$ cat src/rtl/unidade_controle_multiciclo.sv
// Multi-cycle control unit for the MIPS-subset datapath.
// Moore FSM sequencing fetch/decode/execute/memory/write-back, plus the
// ALU decoder producing ULA_control from opcode/funct.
// Optional feature macro: ADDI_EN (adds addi support via ADDIEXEC/ADDIWB).
module unidade_controle_multiciclo (
    input  logic       clk,
    input  logic       reset,
    input  logic [5:0] opcode,
    input  logic [5:0] funct,
    input  logic       Zero,
    output logic       pc_en,
    output logic       i_or_d,
    output logic       mem_write,
    output logic       ir_write,
    output logic       reg_dst,
    output logic       mem_to_reg,
    output logic       reg_write,
    output logic       ula_src_a,
    output logic [1:0] ula_src_b,
    output logic [1:0] pc_src,
    output logic [2:0] ULA_control,
    output logic [3:0] estado,
    output logic       opcode_invalido
);

    localparam logic [5:0] OP_RTYPE = 6'b000000;
    localparam logic [5:0] OP_LW    = 6'b100011;
    localparam logic [5:0] OP_SW    = 6'b101011;
    localparam logic [5:0] OP_BEQ   = 6'b000100;
    localparam logic [5:0] OP_ADDI  = 6'b001000;
    localparam logic [5:0] OP_J     = 6'b000010;

`ifdef ADDI_EN
    typedef enum logic [3:0] {
        FETCH    = 4'd0,
        DECODE   = 4'd1,
        MEMADR   = 4'd2,
        MEMREAD  = 4'd3,
        MEMWB    = 4'd4,
        MEMWR    = 4'd5,
        EXECUTE  = 4'd6,
        ALUWB    = 4'd7,
        BRANCH   = 4'd8,
        ADDIEXEC = 4'd9,
        ADDIWB   = 4'd10,
        JUMP     = 4'd11
    } state_t;
`else
    typedef enum logic [3:0] {
        FETCH    = 4'd0,
        DECODE   = 4'd1,
        MEMADR   = 4'd2,
        MEMREAD  = 4'd3,
        MEMWB    = 4'd4,
        MEMWR    = 4'd5,
        EXECUTE  = 4'd6,
        ALUWB    = 4'd7,
        BRANCH   = 4'd8,
        JUMP     = 4'd11
    } state_t;
`endif

    state_t     state;
    state_t     next_state;
    logic       pc_write;
    logic       branch;
    logic [2:0] funct_ctrl;
    logic       funct_ok;

    // State register with synchronous reset
    always_ff @(posedge clk) begin
        if (reset)
            state <= FETCH;
        else
            state <= next_state;
    end

    // ALU decoder for R-type funct codes
    always_comb begin
        funct_ctrl = 3'b010;
        funct_ok   = 1'b1;
        case (funct)
            6'b100000: funct_ctrl = 3'b010;
            6'b100010: funct_ctrl = 3'b110;
            6'b100100: funct_ctrl = 3'b000;
            6'b100101: funct_ctrl = 3'b001;
            6'b101010: funct_ctrl = 3'b111;
            6'b100111: funct_ctrl = 3'b100;
            default:   funct_ok   = 1'b0;
        endcase
    end

    // Next-state logic and Moore output decode; reset overrides everything
    always_comb begin
        next_state      = FETCH;
        pc_write        = 1'b0;
        branch          = 1'b0;
        i_or_d          = 1'b0;
        mem_write       = 1'b0;
        ir_write        = 1'b0;
        reg_dst         = 1'b0;
        mem_to_reg      = 1'b0;
        reg_write       = 1'b0;
        ula_src_a       = 1'b0;
        ula_src_b       = 2'b00;
        pc_src          = 2'b00;
        ULA_control     = 3'b010;
        opcode_invalido = 1'b0;
        estado          = state;

        case (state)
            FETCH: begin
                ir_write   = 1'b1;
                pc_write   = 1'b1;
                ula_src_b  = 2'b01;
                next_state = DECODE;
            end
            DECODE: begin
                ula_src_b = 2'b11;
                case (opcode)
                    OP_LW, OP_SW: next_state = MEMADR;
                    OP_RTYPE:     next_state = EXECUTE;
                    OP_BEQ:       next_state = BRANCH;
`ifdef ADDI_EN
                    OP_ADDI:      next_state = ADDIEXEC;
`endif
                    OP_J:         next_state = JUMP;
                    default: begin
                        opcode_invalido = 1'b1;
                        next_state      = FETCH;
                    end
                endcase
            end
            MEMADR: begin
                ula_src_a  = 1'b1;
                ula_src_b  = 2'b10;
                next_state = (opcode == OP_SW) ? MEMWR : MEMREAD;
            end
            MEMREAD: begin
                i_or_d     = 1'b1;
                next_state = MEMWB;
            end
            MEMWB: begin
                mem_to_reg = 1'b1;
                reg_write  = 1'b1;
            end
            MEMWR: begin
                i_or_d    = 1'b1;
                mem_write = 1'b1;
            end
            EXECUTE: begin
                ula_src_a   = 1'b1;
                ula_src_b   = 2'b00;
                ULA_control = funct_ctrl;
                if (funct_ok) begin
                    next_state = ALUWB;
                end else begin
                    opcode_invalido = 1'b1;
                    next_state      = FETCH;
                end
            end
            ALUWB: begin
                reg_dst   = 1'b1;
                reg_write = 1'b1;
            end
            BRANCH: begin
                ula_src_a   = 1'b1;
                ula_src_b   = 2'b00;
                ULA_control = 3'b110;
                pc_src      = 2'b01;
                branch      = 1'b1;
            end
`ifdef ADDI_EN
            ADDIEXEC: begin
                ula_src_a  = 1'b1;
                ula_src_b  = 2'b10;
                next_state = ADDIWB;
            end
            ADDIWB: begin
                reg_write = 1'b1;
            end
`endif
            JUMP: begin
                pc_src   = 2'b10;
                pc_write = 1'b1;
            end
            default: next_state = FETCH;
        endcase

        if (reset) begin
            next_state      = FETCH;
            pc_write        = 1'b0;
            branch          = 1'b0;
            i_or_d          = 1'b0;
            mem_write       = 1'b0;
            ir_write        = 1'b0;
            reg_dst         = 1'b0;
            mem_to_reg      = 1'b0;
            reg_write       = 1'b0;
            ula_src_a       = 1'b0;
            ula_src_b       = 2'b00;
            pc_src          = 2'b00;
            ULA_control     = 3'b010;
            opcode_invalido = 1'b0;
            estado          = '0;
        end
    end

    // PC load enable: unconditional write or taken branch
    always_comb begin
        pc_en = pc_write | (branch & Zero);
    end

endmodule

$ cat config.mk
export PLATFORM = sky130hd
export DESIGN_NAME = unidade_controle_multiciclo
export DESIGN_NICKNAME = d
export VERILOG_FILES = /design/src/rtl/unidade_controle_multiciclo.sv
export SDC_FILE = /design/constraint.sdc
export NUM_CORES = 1
export LEC_CHECK = 0
export CORE_UTILIZATION = 38
export CTS_CLUSTER_DIAMETER = 120
export DETAILED_ROUTE_END_ITERATION = 7
export GPL_ROUTABILITY_DRIVEN = 0
export PLACE_DENSITY = 0.83
export SLEW_MARGIN = 20
export SYNTH_ARGS = -nofsm -noshare
export SYNTH_HDL_FRONTEND = slang
export SYNTH_SLANG_ARGS = --single-unit
export TNS_END_PERCENT = 20
$ cat constraint.sdc
create_clock -name clk -period 4.7 [get_ports clk]
set_input_delay 0.94 -clock clk [delete_from_list [all_inputs] [get_ports clk]]
set_output_delay 0.94 -clock clk [all_outputs]
set_load 0.005 [all_outputs]
==> impl_metrics.py <==
metrics = {
    "min_path": {
        "worstHoldPathType": "flop to flop",
    },
    "synth": {
        "post_synth.cell_area_avg_um2": 6.74,
        "synth_area_leaders": "dfxtp_1 14%, nor2_1 9.4%, and3_1 4.5%",
        "async_reset_ff_share_pct": 0,
        "synthCells": 83,
        "synthFlopType": "dfxtp_1",
        "synth_top_cell_area_share_pct": 14.3,
        "synth_common_cells": "14 x nor2_1, 6 x nand2_1, 5 x nor3_1",
        "synth_area_um2": 559,
        "syn_nets": 98,
        "synth_edf_count": 0,
        "yosysSeqAreaShare_pct": 14.3,
        "synthMostInstantiatedCell": "nor2_1",
        "ys_seq_elements": 4,
        "yosysWarnings": 0,
        "ys_types": 34,
        "synth_top_area_cell": "dfxtp_1",
    },
    "setup_path": {
        "cp_max_fo": 11,
        "path_class": "primary input to output pin",
        "cp-start-kind": "primary input",
        "crit_arrival_ns": 3.06,
        "end_kind": "output pin",
        "required_ns": 3.76,
    },
    "finish": {
        "largest_register_ffs": 4,
        "regMostFlops": "state",
        "area_growth_pct": 64.9,
        "diodes": 0,
        "drive_gt1_share_pct": 6.03,
        "final_cells": 131,
        "reg.largest.list": "state x4",
        "final_nets": 133,
    },
    "grt": {
        "antenna_found_initial": 0,
        "grt_pass1_wl_mm": 2.45,
        "grt_overflow_total": 0,
        "grt_util_all_layers_pct": 22.5,
        "grt_pass1_vias": 582,
        "grt_max_degree": 16,
    },
    "detailed_routing": {
        "ant_nets": 0,
        "route.detailed.drc": 0,
        "routedWlPerCell_um": 12.5,
        "wirelength_mm": 1.64,
        "via_per_inst": 5.42,
        "drtIter0Drc": 12,
        "via_count": 710,
        "drt-pass1-iter-count": 3,
    },
    "clock_network": {
        "h-tree-depth": 1,
        "cts_buffers": 3,
        "clk_pin_slew_ns": 0.04,
        "cts_tree": "done",
        "post_cts_buffers": 0,
        "clk_latency_ns": 0.25,
        "cts_root_buffer": "clkbuf_4",
        "cts_sinks": 4,
        "cts_hold_buf": 0,
        "clockBufferDepth": 2,
        "cts_resized": 0,
    },
    "timing": {
        "hold_viol_final": 0,
        "max_slew_margin_pct": 68.3,
        "rsz0062_at_grt": "false",
        "slew_viol_final": 0,
        "worst_pin_slew_ns": 0.474,
        "min_period_over_period_pct": 85.1,
        "finalClockSkew_ns": 0.00925,
        "finalSetupViolCount": 0,
        "finalSetupTns_ns": 0,
        "min_period_ns": 4.00,
        "fmax_mhz": 250,
    },
    "floorplan": {
        "core_um2": 1330,
        "floorplan.die.width_um": 40.4,
        "die_h_um": 40.4,
        "dieArea_um2": 1630,
        "ios": 35,
        "initial_core_util_pct": 41.9,
        "rows": 13,
    },
    "placement": {
        "placedCellCount": 128,
        "port_buffers": 34,
        "dp_hpwl_mm": 1.29,
    },
    "power_and_ir_drop": {
        "internal_power_mw": 0.0882,
        "power_mw": 0.125,
        "comb_power_share_pct": 33.1,
        "p_per_area_nw_per_um2": 136,
        "clock_power_share_pct": 36.8,
        "vdd_drop_max_mv": 0.164,
        "power_leakage_nw": 0.328,
        "switchingPower_mw": 0.0368,
        "swShare_pct": 29.4,
        "seq_power_share_pct": 30.1,
    },
    "flow_run": {
        "drv_cap": 0,
    },
    "run_status": {
        "status": "completed",
    },
}
==> worst paths after layout <==
check / from / to / slack, ns / cells after the start
setup / recovery: reset / opcode_invalido / 0.70 / 6
hold / removal: state[3] / state[1] / 0.59 / 1
setup reg to reg: state[1] / state[1] / 2.96 / 4
hold reg to reg: state[3] / state[1] / 0.59 / 1
==> final cells by class <==
class | count | area [um^2]
Clock buffer | 3 | 22.5
Tap cell | 15 | 18.8
Fill cell | 130 | 412
Inverter | 4 | 15.0
Timing Repair Buffer | 34 | 340
Multi-Input combinational cell | 71 | 445
Sequential cell | 4 | 80.1
==> per-stage QoR <==
step                area [um^2]  utilization (%)  setup slack [ns]  hold slack (ns)
CTS                         922             69.1             0.696            0.595
global placement            900             67.4             0.781            0.579
floorplan                   559                -              1.84            0.487
finish                      922             69.1             0.701            0.592
global route                922             69.1             0.545            0.609
detailed placement          900             67.4             0.718            0.585
==> metal layers <==
layer  share of wire, %  GRT usage (%)
met3                6.2           3.33
met4                2.1           15.0
met1                 43           24.3
met2                 49           39.7
met5                  0              0
==> cells in the final DEF (no fill, tap or decap), types with 2 or more instances in the layout <==
| master | instances |
|---|---|
| clkbuf_4 | 3 |
| nor3_1 | 5 |
| a21oi_1 | 3 |
| dfxtp_1 | 4 |
| a211oi_1 | 2 |
| and3_1 | 4 |
| mux2i_1 | 2 |
| nand4b_1 | 2 |
| nor2_1 | 14 |
| nand2_1 | 6 |
| nor2b_1 | 4 |
| nand3_1 | 4 |
| nand2b_1 | 2 |
| nor3b_1 | 3 |
| clkdlybuf4s50_1 | 34 |
| or3_1 | 2 |
| o21ai_0 | 2 |
| inv_1 | 4 |
==> worst max-delay path, cell delays in order <==
cell and delay [ns]:
clkdlybuf4s50_1 0.59, nor2_1 0.24, nand2_1 0.17, or2_1 0.28, o32ai_1 0.28, clkdlybuf4s50_1 0.54
==> cell families (layout without fill, tap and decap cells) <==
group	after synthesis	in the layout	synth area share, %
AO/OA/AOI/OAI	13	13	16.8
flip-flops	4	4	14.3
multiplexers	2	2	3.58
buffers and inverters	8	41	6.04
AND/OR/NAND/NOR	54	54	56.2
XOR/XNOR	2	2	3.13
==> power by group through the flow <==
stage	logic (mW)	registers, mW	clock network [mW]
floorplan	0.0182	0.0361	0
global placement	0.0411	0.0381	0
detailed placement	0.0414	0.0381	0
CTS	0.0415	0.0375	0.0467
global route	0.0453	0.0381	0.0495
finish	0.0413	0.0376	0.0461
Power figures use the tool's default switching activity.
